<file path="config.mk">
export PLATFORM = sky130hd
export DESIGN_NAME = hist_stream_out
export DESIGN_NICKNAME = d
export VERILOG_FILES = /design/src/rtl/hist_stream_out_pkg.sv /design/src/rtl/hist_stream_out_skid_fifo.sv /design/src/rtl/hist_stream_out.sv
export SDC_FILE = /design/constraint.sdc
export NUM_CORES = 1
export LEC_CHECK = 0
export BUFFER_PORTS_ARGS = -buffer_cell sky130_fd_sc_hd__buf_2
export CORE_MARGIN = 1
export CORE_UTILIZATION = 35
export DETAILED_ROUTE_END_ITERATION = 10
export GPL_TIMING_DRIVEN = 0
export PLACE_DENSITY_LB_ADDON = 0.3
export SYNTH_ARGS = -nofsm -noshare
export SYNTH_HDL_FRONTEND = slang
export SYNTH_SLANG_ARGS = --single-unit
</file>
<file path="constraint.sdc">
create_clock -name clk -period 5.7 [get_ports clk]
set_clock_uncertainty 0.15 [all_clocks]
set_input_delay 0.285 -clock clk [delete_from_list [all_inputs] [get_ports clk]]
set_output_delay 0.285 -clock clk [all_outputs]
set_load 0.01 [all_outputs]
</file>
<file path="src/rtl/hist_stream_out_pkg.sv">
// Shared types and constants for the histogram readout stage.
// Frame defaults match the histogram top so both sides agree on addressing.
package hist_stream_out_pkg;

    typedef enum logic [1:0] {StIdle, StRun, StDrain, StDone} state_e;

    localparam int unsigned FifoDepth = 2;
    localparam int unsigned DefaultW  = 64;
    localparam int unsigned DefaultH  = 64;
    localparam int unsigned BeatBits  = 11;

    typedef struct packed {
        logic       last;
        logic       eol;
        logic       sof;
        logic [7:0] data;
    } beat_t;

    // A one-pixel frame still needs a 1-bit address bus.
    function automatic int unsigned addr_width(input int unsigned n);
        return (n > 1) ? $clog2(n) : 1;
    endfunction

endpackage

</file>
<file path="src/rtl/hist_stream_out_skid_fifo.sv">
// Two-entry beat buffer that soaks up the RAM read latency under backpressure.
// Simultaneous push and pop is legal even when full; the popped slot is reused.
module hist_stream_out_skid_fifo
    import hist_stream_out_pkg::*;
(
    input  logic                clk,
    input  logic                rst,
    input  logic                push,
    input  logic [BeatBits-1:0] wdata,
    input  logic                pop,
    output logic [BeatBits-1:0] rdata,
    output logic [1:0]          count
);

    logic [BeatBits-1:0] mem [FifoDepth];
    logic                wr_ptr;
    logic                rd_ptr;

    always_ff @(posedge clk or posedge rst) begin
        if (rst) begin
            mem    <= '{default: '0};
            wr_ptr <= 1'b0;
            rd_ptr <= 1'b0;
            count  <= 2'd0;
        end else begin
            if (push) begin
                mem[wr_ptr] <= wdata;
                wr_ptr      <= ~wr_ptr;
            end
            if (pop) begin
                rd_ptr <= ~rd_ptr;
            end
            case ({push, pop})
                2'b10:   count <= count + 2'd1;
                2'b01:   count <= count - 2'd1;
                default: count <= count;
            endcase
        end
    end

    assign rdata = mem[rd_ptr];

endmodule

</file>
<file path="src/rtl/hist_stream_out.sv">
// Reads a finished histogram frame from the output RAM in raster order and
// emits it as a valid/ready byte stream with sof/eol/last markers.
module hist_stream_out
    import hist_stream_out_pkg::*;
#(
    parameter int unsigned W               = DefaultW,
    parameter int unsigned H               = DefaultH,
    parameter int unsigned TOTAL_PIXEL     = W * H,
    parameter int unsigned TOTAL_PIXEL_BIT = addr_width(TOTAL_PIXEL)
) (
    input  logic                       clk,
    input  logic                       rst,
    input  logic                       start,
    output logic                       busy,
    output logic                       done,
    output logic [TOTAL_PIXEL_BIT-1:0] rd_addr,
    input  logic [7:0]                 rd_data,
    output logic                       m_valid,
    input  logic                       m_ready,
    output logic [7:0]                 m_data,
    output logic                       m_sof,
    output logic                       m_eol,
    output logic                       m_last
);

    localparam logic [TOTAL_PIXEL_BIT-1:0] LastAddr = TOTAL_PIXEL_BIT'(TOTAL_PIXEL - 1);
    localparam logic [TOTAL_PIXEL_BIT-1:0] LastX    = TOTAL_PIXEL_BIT'(W - 1);
    localparam logic [TOTAL_PIXEL_BIT-1:0] One      = TOTAL_PIXEL_BIT'(1);

    state_e                     state_q;
    state_e                     state_d;
    logic [TOTAL_PIXEL_BIT-1:0] addr_d;
    logic [TOTAL_PIXEL_BIT-1:0] x_q;
    logic [TOTAL_PIXEL_BIT-1:0] x_d;
    logic                       inflight_q;
    logic [2:0]                 tag_q;
    logic                       issue;
    logic                       pop;
    logic                       room;
    logic [2:0]                 occupancy;
    logic [1:0]                 fifo_count;
    logic [BeatBits-1:0]        head;
    beat_t                      head_beat;

    assign pop = m_valid && m_ready;

    // Buffered plus in-flight beats, net of this cycle's pop, must stay below two.
    assign occupancy = {1'b0, fifo_count} + {2'b00, inflight_q} - {2'b00, pop};
    assign room      = occupancy < 3'd2;

    always_comb begin
        state_d = state_q;
        addr_d  = rd_addr;
        x_d     = x_q;
        issue   = 1'b0;
        unique case (state_q)
            StIdle: begin
                if (start) begin
                    state_d = StRun;
                    addr_d  = '0;
                    x_d     = '0;
                end
            end
            StRun: begin
                if (room) begin
                    issue = 1'b1;
                    if (rd_addr == LastAddr) begin
                        state_d = StDrain;
                    end else begin
                        addr_d = rd_addr + One;
                        x_d    = (x_q == LastX) ? '0 : x_q + One;
                    end
                end
            end
            StDrain: begin
                if (pop && m_last) begin
                    state_d = StDone;
                end
            end
            StDone: begin
                state_d = StIdle;
            end
            default: begin
                state_d = StIdle;
            end
        endcase
    end

    always_ff @(posedge clk or posedge rst) begin
        if (rst) begin
            state_q    <= StIdle;
            rd_addr    <= '0;
            x_q        <= '0;
            inflight_q <= 1'b0;
            tag_q      <= 3'b000;
        end else begin
            state_q    <= state_d;
            rd_addr    <= addr_d;
            x_q        <= x_d;
            inflight_q <= issue;
            // Tags ride alongside the read so they land in the FIFO with its data.
            if (issue) begin
                tag_q <= {rd_addr == LastAddr, x_q == LastX, rd_addr == '0};
            end
        end
    end

    hist_stream_out_skid_fifo u_fifo (
        .clk   (clk),
        .rst   (rst),
        .push  (inflight_q),
        .wdata ({tag_q, rd_data}),
        .pop   (pop),
        .rdata (head),
        .count (fifo_count)
    );

    assign head_beat = beat_t'(head);

    assign m_valid = fifo_count != 2'd0;
    assign m_data  = m_valid ? head_beat.data : 8'd0;
    assign m_sof   = m_valid && head_beat.sof;
    assign m_eol   = m_valid && head_beat.eol;
    assign m_last  = m_valid && head_beat.last;

    assign busy = (state_q == StRun) || (state_q == StDrain);
    assign done = state_q == StDone;

endmodule

</file>
======== Yosys cells after proc, flatten, opt, wreduce, memory -nomap -nowiden ========
Index checks and enable logic that the tools add are counted.
storage, ports and cells
  register bits ........................... 56
  input port bits ......................... 12
  word-level logic and storage cells ...... 73
cells by class
  $add $sub $neg .......................... 6
  magnitude comparators ................... 4
  equal/unequal tests ..................... 12
  mux-type cells .......................... 23
  bitwise operators ....................... 4
  reduce and logical (&&, ||, !) cells .... 14
operator list
  operator                                                  count
  2-to-1 mux 12 bit                                         6
  case mux 12 bit (2 select lines)                          2
  2-to-1 mux 11 bit                                         4
  adder 12 x 1 -> 12 bit, second input constant             2
  bitwise mux 22 bit                                        1
  == test 12 bit, second input constant                     1
  == test 12 x 6 -> 1 bit, second input constant            1
  zero test 12 bit                                          1
  demux 11 bit (select 1 bit)                               1
  != test 2 bit, second input constant                      5
  2-to-1 mux 2 bit                                          4
  2-to-1 mux 8 bit                                          1
  case mux 2 bit (4 select lines)                           1
  AND reduction 4 bit                                       2
  == test 2 bit, second input constant                      3
  logical AND 1 bit                                         6
  nonzero test 2 bit                                        3
  == test 2 x 1 -> 1 bit, second input constant             2
  greater-or-equal comparator 2 bit, second input constant  2
  inverter 1 -> 2 bit                                       2
  case mux 2 bit (2 select lines)                           1
  adder 2 x 1 -> 3 bit                                      1
  < comparator 3 x 2 -> 1 bit, second input constant        1
  subtractor 3 x 1 -> 3 bit                                 1
  other kinds (7)                                           9

======== Longest topological paths before layout ========
Gate-level depths: netlist of run 1.
  word-level depth ........................ 8
  mapped depth ............................ 8
  gate-level depth less buffers ........... 7

======== By module ========
From an unflattened synthesis of run 1, not the netlist that was laid out.
second synthesis, totals
  cell total of the unflattened synthesis .. 290
  area, all modules ....................... 3026.7 sq um
by module, submodules not included
  module                     instances  cells an instance  area each (sq um)
  hist_stream_out            1          217                1899.3
  hist_stream_out_skid_fifo  1          73                 1127.3

======== Worst setup path after synthesis of run 1 ========
OpenSTA, ideal clock, no wires.
  kind .................................... register to register
  from .................................... reg u_fifo.count[0]
  to ...................................... reg x_q[1]
  data arrival time ....................... 2.282 ns
  required time ........................... 5.425 ns
  path slack .............................. 3.143 ns
  stages on the path, launching flop included .. 8
  buffers on the path ..................... 0
  clock period less this slack ............ 2.557 ns
  path through ............................ dfrtp_1 and3b_1 o21ai_0 fa_1 xnor2_1 nand4_1 o21ai_2 mux2_2
on the way
  word-level cells in the longest chain between the ends .. 6
  elaborated cells on any way between the ends .. 7
RTL lines
  item                                                          RTL line                         source
  start: declaration                                            hist_stream_out_skid_fifo.sv:12  output logic [1:0] count
  start signal: assignment                                      hist_stream_out_skid_fifo.sv:34  2'b10: count <= count + 2'd1;
  start signal: assignment                                      hist_stream_out_skid_fifo.sv:35  2'b01: count <= count - 2'd1;
  start signal: assignment                                      hist_stream_out_skid_fifo.sv:36  default: count <= count;
  branches (longest 2 deep; another with adder 2 x 1 -> 3 bit)  --
  subtractor 3 x 1 -> 3 bit (*)                                 hist_stream_out.sv:48            assign occupancy = {1'b0, fifo_count} + {2'b00, inflight_q} - {2'b00, pop};
  < comparator 3 x 2 -> 1 bit (*)                               hist_stream_out.sv:49            assign room = occupancy < 3'd2;
  != test 2 bit (no line) (*)                                   --
  AND reduction 4 bit (no line) (*)                             --
  end signal: assignment                                        hist_stream_out.sv:93            x_q <= '0;
  end signal: assignment                                        hist_stream_out.sv:99            x_q <= x_d;
  end: declaration                                              hist_stream_out.sv:33            logic [TOTAL_PIXEL_BIT-1:0] x_q;
Every way passes the cells marked *.
A chain may end at the register's enable or synchronous reset.

======== Worst setup path after layout of run 1 ========
  from .................................... reg u_fifo.count[0]
  to ...................................... reg x_q[6]
Same word-level chain as after synthesis.

==> results of run 1 <==
-- worst paths after layout --
kind                                 startpoint             to  slack [ns]  cells past startpoint
worst max-delay path            u_fifo.count[0]         x_q[6]        2.56                      8
worst min-delay path                 rd_data[1]  u_fifo.mem[1]        0.06                      2
worst max register to register  u_fifo.count[0]         x_q[6]        2.56                      8
worst min register to register    u_fifo.wr_ptr  u_fifo.wr_ptr        0.35                      1
max in group asynchronous                   rst     state_q[1]        4.52                      4
min in group asynchronous                   rst     rd_addr[9]        0.33                      3
-- power by group through the flow --
stage	registers (mW)	logic, mW	clock network (mW)
finish	0.638	0.699	0.230
global route	0.660	0.791	0.252
CTS	0.636	0.710	0.238
detailed placement	0.644	0.708	0
global placement	0.639	0.694	0
floorplan	0.619	0.520	0
-- cell usage after synthesis, types with 3 or more instances --
library cell and n:
a31oi_1 18, buf_1 3, clkbuf_1 5, dfrtp_1 56
ha_1 8, inv_1 21, mux2_2 24, mux2i_1 12
nand2_1 16, nand2b_1 7, nand3_1 10, nand4_1 11
nor2_1 18, nor3_1 10, nor4_1 4, o211ai_1 9
o21ai_0 11, o32ai_1 3, or4_1 6, xnor2_1 4
-- critical path, delay by kind of cell (launching register included) --
family / cells / cell delay [ns]
and+or+nand+nor: 2 / 0.54
buffers and inverters: 1 / 0.36
DFF: 1 / 0.46
AOI/OAI and AO/OA: 3 / 0.76
xor gates and xnor gates: 1 / 0.36
adders and majority gates: 1 / 0.38
-- logic make-up after synthesis --
logic type,Yosys count
and+or+nand+nor,96
DFF,56
AOI/OAI and AO/OA,53
muxes,36
buffers and inverters,31
adders and majority gates,9
xor gates and xnor gates,6
-- sequential cells by signal, summed over array words and instances (netlist names) --
name and flops:
u_fifo.rd_ptr 1, u_fifo.wr_ptr 1, u_fifo.count 2, tag_q 3
inflight_q 1, u_fifo.mem 22, state_q 2, rd_addr 12
x_q 12
-- per-stage QoR --
step / setup WS (ns) / utilization / cell area (um^2) / hold WS (ns)
floorplan: 3.14 / - / 2980 / 0.286
global placement: 2.65 / 0.402 / 3300 / 0.328
detailed placement: 2.54 / 0.404 / 3320 / 0.146
CTS: 2.54 / 0.416 / 3420 / 0.0510
global route: 2.38 / 0.416 / 3420 / 0.0473
finish: 2.56 / 0.416 / 3420 / 0.0594
-- layer usage --
metal / vias up / global-route usage / wire length [um]
met4: 0 / 0.0436 / 78
li1: 1159 / - / -
met5: - / 0 / 0
met1: 1173 / 0.215 / 3090
met2: 58 / 0.283 / 3260
met3: 10 / 0.0348 / 312
-- cell type report --
class                   instances  share of cell area
flip-flops and latches         56               0.410
multi-input cells             200               0.428
well taps                     105              0.0384
plain buffers                  10              0.0117
inverters                      21              0.0230
clock buffers                   5              0.0201
clock inverters                 3             0.00658
repair buffers                 39              0.0629
==> impl_metrics.env, run 1 <==
export IMPL_ys_ff_latch=56
export IMPL_power_density_nw_per_um2=458
export IMPL_synth_top_family_by_area="simple AND/OR/NAND/NOR gates"
export IMPL_worst_pin_slew_ns=0.753
export IMPL_placed_cells=430
export IMPL_cts_tree="built"
export IMPL_final_nets=354
export IMPL_dieArea_um2=8900
export IMPL_synth_simple_gate_area_share=0.181
export IMPL_rsz0062_at_grt="no"
export IMPL_cts_buffer_depth=2
export IMPL_hold_class="in -> reg"
export IMPL_synth_edf_count=0
export IMPL_track_usage=0.167
export IMPL_syn_inst=287
export IMPL_dieHeight_um=94.3
export IMPL_clkTransAtPathRegs_ns=0.11
export IMPL_vias_per_cell=5.47
export IMPL_drc=0
export IMPL_clock_fmax_mhz=319
export IMPL_drtIter0Drc=171
export IMPL_grt_ovfl_total=0
export IMPL_multi_input_area_um2=1460
export IMPL_clock_sinks=56
export IMPL_synthFlopType="dfrtp_1"
export IMPL_synth_compound_area_share=0.120
export IMPL_slew_headroom=0.498
export IMPL_root_buffer="clkbuf_8"
export IMPL_syn_avg_cell_area_um2=10.4
export IMPL_leakagePower_nw=1.52
export IMPL_synth_xor_area_frac=0.0176
export IMPL_pwr_share_clk=0.147
export IMPL_n_antenna_cell=0
export IMPL_routed_wl_mm=6.74
export IMPL_port_buffer_count=37
export IMPL_antenna_found_initial=0
export IMPL_final_instance_count_excl_fill=439
export IMPL_cp_start_kind="register"
export IMPL_p_total_mw=1.57
export IMPL_hold_viol_final=0
export IMPL_crit_chain="and3b_1 > o21ai_0 > fa_1 > xnor2_1 > nand4_1 > o21ai_2 > buf_2 > o211ai_1"
export IMPL_clk_latency_ns=0.32
export IMPL_grt_pass1_vias=2395
export IMPL_finalCritPeriodShare=0.550
export IMPL_grt_pass1_wl_mm=11.6
export IMPL_swShare=0.410
export IMPL_ant_nets=0
export IMPL_drt_pass1_iter_count=4
export IMPL_fillers=800
export IMPL_place_congestion=0.829
export IMPL_regArea_um2=1400
export IMPL_die_width_um=94.3
export IMPL_worstPathRequired_ns=5.75
export IMPL_h_tree_depth=2
export IMPL_synth_adder_area_share=0.0403
export IMPL_synth_area_mux_share=0.131
export IMPL_p_int_mw=0.925
export IMPL_synthDistinctLibCells=43
export IMPL_synth_top_area_cell="dfrtp_1"
export IMPL_cts_hold_buf=1
export IMPL_yosysSeqAreaShare=0.470
export IMPL_cpPeakStageDelay_ns=0.53
export IMPL_synth_top_cell_area_share=0.470
export IMPL_layout_common_cells="dfrtp_1, buf_2, mux2_2"
export IMPL_period_needed_ns=3.14
export IMPL_numCtsBuffers=5
export IMPL_power_frac_seq=0.407
export IMPL_drive_gt1_frac=0.234
export IMPL_syn_area_um2=2980
export IMPL_postSynth_asyncResetShare=1.00
export IMPL_outcome="complete, no violations"
export IMPL_post_dp_hpwl_mm=4.83
export IMPL_synth_nets=308
export IMPL_synth_warnings=0
export IMPL_area_delta_synth_final_pct=14.7
export IMPL_worst_ir_drop_vdd_mv=0.146
export IMPL_cp_arrival_ns=3.18
export IMPL_end_kind="register"
export IMPL_boundaryPins=38
export IMPL_final_common_cell="dfrtp_1"
export IMPL_core_um2=8220
export IMPL_crit_slowest_cell="o21ai_2"
export IMPL_finalSetupTns_ns=0
export IMPL_critPathKind="reg -> reg"
export IMPL_p_sw_mw=0.643
export IMPL_slew_viol_final=0
export IMPL_post_cts_buffers=0
export IMPL_wl_per_cell_um=15.4
export IMPL_start_util=0.363
export IMPL_num_rows=33
export IMPL_drv_cap=0
export IMPL_dr_total_vias=2400
export IMPL_finalSetupViolCount=0
export IMPL_cp_max_fo=10
export IMPL_comb_power_share=0.446
export IMPL_ctsResizeCount=0
export IMPL_grt_max_degree=41
export IMPL_netlist_top_cells_area="dfrtp_1, mux2_2, mux2i_1"
Power figures use the tool's default switching activity.
==> run 2, diff against run 1 <==
==> constraint.sdc (replaced) <==
create_clock -name clk -period 2.6 [get_ports clk]
set_clock_uncertainty 0.15 [all_clocks]
set_input_delay 0.13 -clock clk [delete_from_list [all_inputs] [get_ports clk]]
set_output_delay 0.13 -clock clk [all_outputs]
set_load 0.01 [all_outputs]
==> run 2 against run 1 <==
Cell area increased by 4.9%. Sequential power increased by 120%. Worst setup slack got worse by 2.4 ns. Register-to-register slack got worse by 2.4 ns. Total power increased by 130%. Largest cell class unchanged. Combinational power increased by 150%. Worst hold slack improved by 0.028 ns. Critical path type unchanged. Clock-buffer cell count unchanged.
==> impl_metrics.env, run 2 (synthesized netlist as in run 1, its figures left out) <==
export IMPL_slew_viol_final=0
export IMPL_vias_per_cell=5.41
export IMPL_finalSetupViolCount=0
export IMPL_worst_ir_drop_vdd_mv=0.355
export IMPL_leakagePower_nw=1.58
export IMPL_grt_ovfl_total=0
export IMPL_track_usage=0.170
export IMPL_dr_total_vias=2442
export IMPL_post_dp_hpwl_mm=4.83
export IMPL_end_kind="register"
export IMPL_pwr_share_clk=0.139
export IMPL_place_area_um2=3320
export IMPL_rsz0062_at_grt="no"
export IMPL_drc=0
export IMPL_crit_slowest_cell="dfrtp_2"
export IMPL_final_common_cell="dfrtp_1"
export IMPL_drt_pass1_iter_count=4
export IMPL_grt_pass1_vias=2458
export IMPL_critPathKind="reg -> reg"
export IMPL_place_congestion=0.829
export IMPL_cp_arrival_ns=2.53
export IMPL_reg_largest_list="u_fifo.mem: 22 flops, rd_addr: 12 flops, x_q: 12 flops"
export IMPL_start_util=0.363
export IMPL_cpPeakStageDelay_ns=0.42
export IMPL_num_rows=33
export IMPL_finalCritPeriodShare=0.951
export IMPL_clk_latency_ns=0.32
export IMPL_worst_pin_slew_ns=0.744
export IMPL_largest_register="u_fifo.mem"
export IMPL_outcome="complete, no violations"
export IMPL_swShare=0.404
export IMPL_boundaryPins=38
export IMPL_root_buffer="clkbuf_8"
export IMPL_p_sw_mw=1.46
export IMPL_hold_viol_final=0
export IMPL_ant_nets=0
export IMPL_cts_tree="built"
export IMPL_comb_power_share=0.480
export IMPL_power_density_nw_per_um2=1010
export IMPL_drv_cap=0
export IMPL_grt_max_degree=41
export IMPL_r2r_cells=7
export IMPL_port_buffer_count=37
export IMPL_clock_sinks=56
export IMPL_h_tree_depth=2
export IMPL_area_delta_synth_final_pct=20.3
export IMPL_cp_start_kind="register"
export IMPL_drive_gt1_frac=0.260
export IMPL_cts_buffer_depth=2
export IMPL_clock_fmax_mhz=404
export IMPL_core_um2=8220
export IMPL_p_int_mw=2.15
export IMPL_slew_headroom=0.504
export IMPL_crit_chain="and3b_2 > o21ai_1 > fa_2 > xnor2_4 > nand4_1 > o21ai_4 > mux2_4"
export IMPL_dieArea_um2=8900
export IMPL_final_area_um2=3590
export IMPL_final_core_util=0.437
export IMPL_period_needed_ns=2.47
export IMPL_clkTransAtPathRegs_ns=0.10
export IMPL_drtIter0Drc=176
export IMPL_holdWs_ns=0.0879
export IMPL_routed_wl_mm=6.91
export IMPL_antenna_found_initial=0
export IMPL_final_nets=366
export IMPL_hold_class="in -> reg"
export IMPL_dieHeight_um=94.3
export IMPL_power_frac_seq=0.381
export IMPL_die_width_um=94.3
export IMPL_largest_reg_flops=22
export IMPL_worstPathRequired_ns=2.66
export IMPL_whs_path_depth=3
export IMPL_numCtsBuffers=5
export IMPL_n_antenna_cell=0
export IMPL_cp_max_fo=5
export IMPL_grt_pass1_wl_mm=11.9
export IMPL_layout_common_cells="dfrtp_1, buf_2, mux2_2"
export IMPL_wl_per_cell_um=15.3
-- run 2: changes by cell type in the layout (fill, tap and decap cells not counted), sizes merged --
cell	previous run	this run
dlygate4sd3	1	9
buf	43	46
clkbuf	10	11
-- run 2: per-layer routing --
metal / track usage / routed length (um) / up-vias
met2: 0.290 / 3380 / 50
met5: 0 / 0 / -
met4: 0.0449 / 38 / 0
met1: 0.219 / 3220 / 1205
li1: - / - / 1183
met3: 0.0356 / 270 / 4
-- run 2: stage by stage --
stage | setup slack (ns) | std cells | TNS, ns | power, mW
finish | 0.127 | 451 | 0 | 3.62
CTS | 0.00160 | 451 | 0 | 3.62
detailed placement | -0.557 | 430 | -8.52 | 2.96
global placement | -0.454 | 429 | -6.98 | 2.92
global route | 0.00332 | 451 | 0 | 3.93
floorplan | 0.0434 | 287 | 0 | 2.50
-- run 2: cell type report --
type / instances / area, um^2
Fill cell: 781 / 4630
Multi-Input combinational cell: 200 / 1510
Sequential cell: 56 / 1400
Timing Repair Buffer: 51 / 329
Tap cell: 105 / 131
Inverter: 21 / 78.8
Clock buffer: 5 / 68.8
Buffer: 10 / 50.0
Clock inverter: 3 / 22.5
-- run 2: power by group through the flow --
stage          registers, mW  logic (mW)  clock network [mW]
2_1_floorplan           1.36        1.14                   0
5_1_grt                 1.43        1.95               0.552
4_1_cts                 1.38        1.73               0.521
3_5_place_dp            1.41        1.55                   0
6_report                1.38        1.74               0.503
3_3_place_gp            1.40        1.52                   0
-- run 2: path summary, 6_finish.rpt --
| kind | from | to | slack (ns) |
|---|---|---|---|
| worst max-delay path | u_fifo.count[0] | x_q[1] | 0.13 |
| worst min register to register | u_fifo.wr_ptr | u_fifo.wr_ptr | 0.35 |
| max in group asynchronous | rst | u_fifo.count[0] | 1.57 |
| worst max register to register | u_fifo.count[0] | x_q[1] | 0.13 |
| min in group asynchronous | rst | rd_addr[9] | 0.17 |
| worst min-delay path | m_ready | u_fifo.rd_ptr | 0.09 |
-- run 2: what timing repair did --
action,in CTS,in global routing
hold buffers,9,0
resized for setup,10,6
pin swaps,4,4
endpoints found under the hold margin,32,0
setup buffers,4,0
setup endpoints to repair,24,21
-- run 2: critical path: cells and delay by family, from the launching register on --
kind / cells / cell delay, ns
adders and majority gates: 1 / 0.39
xor gates and xnor gates: 1 / 0.20
and+or+nand+nor: 2 / 0.51
AOI/OAI and AO/OA: 2 / 0.39
muxes: 1 / 0.32
DFF: 1 / 0.42
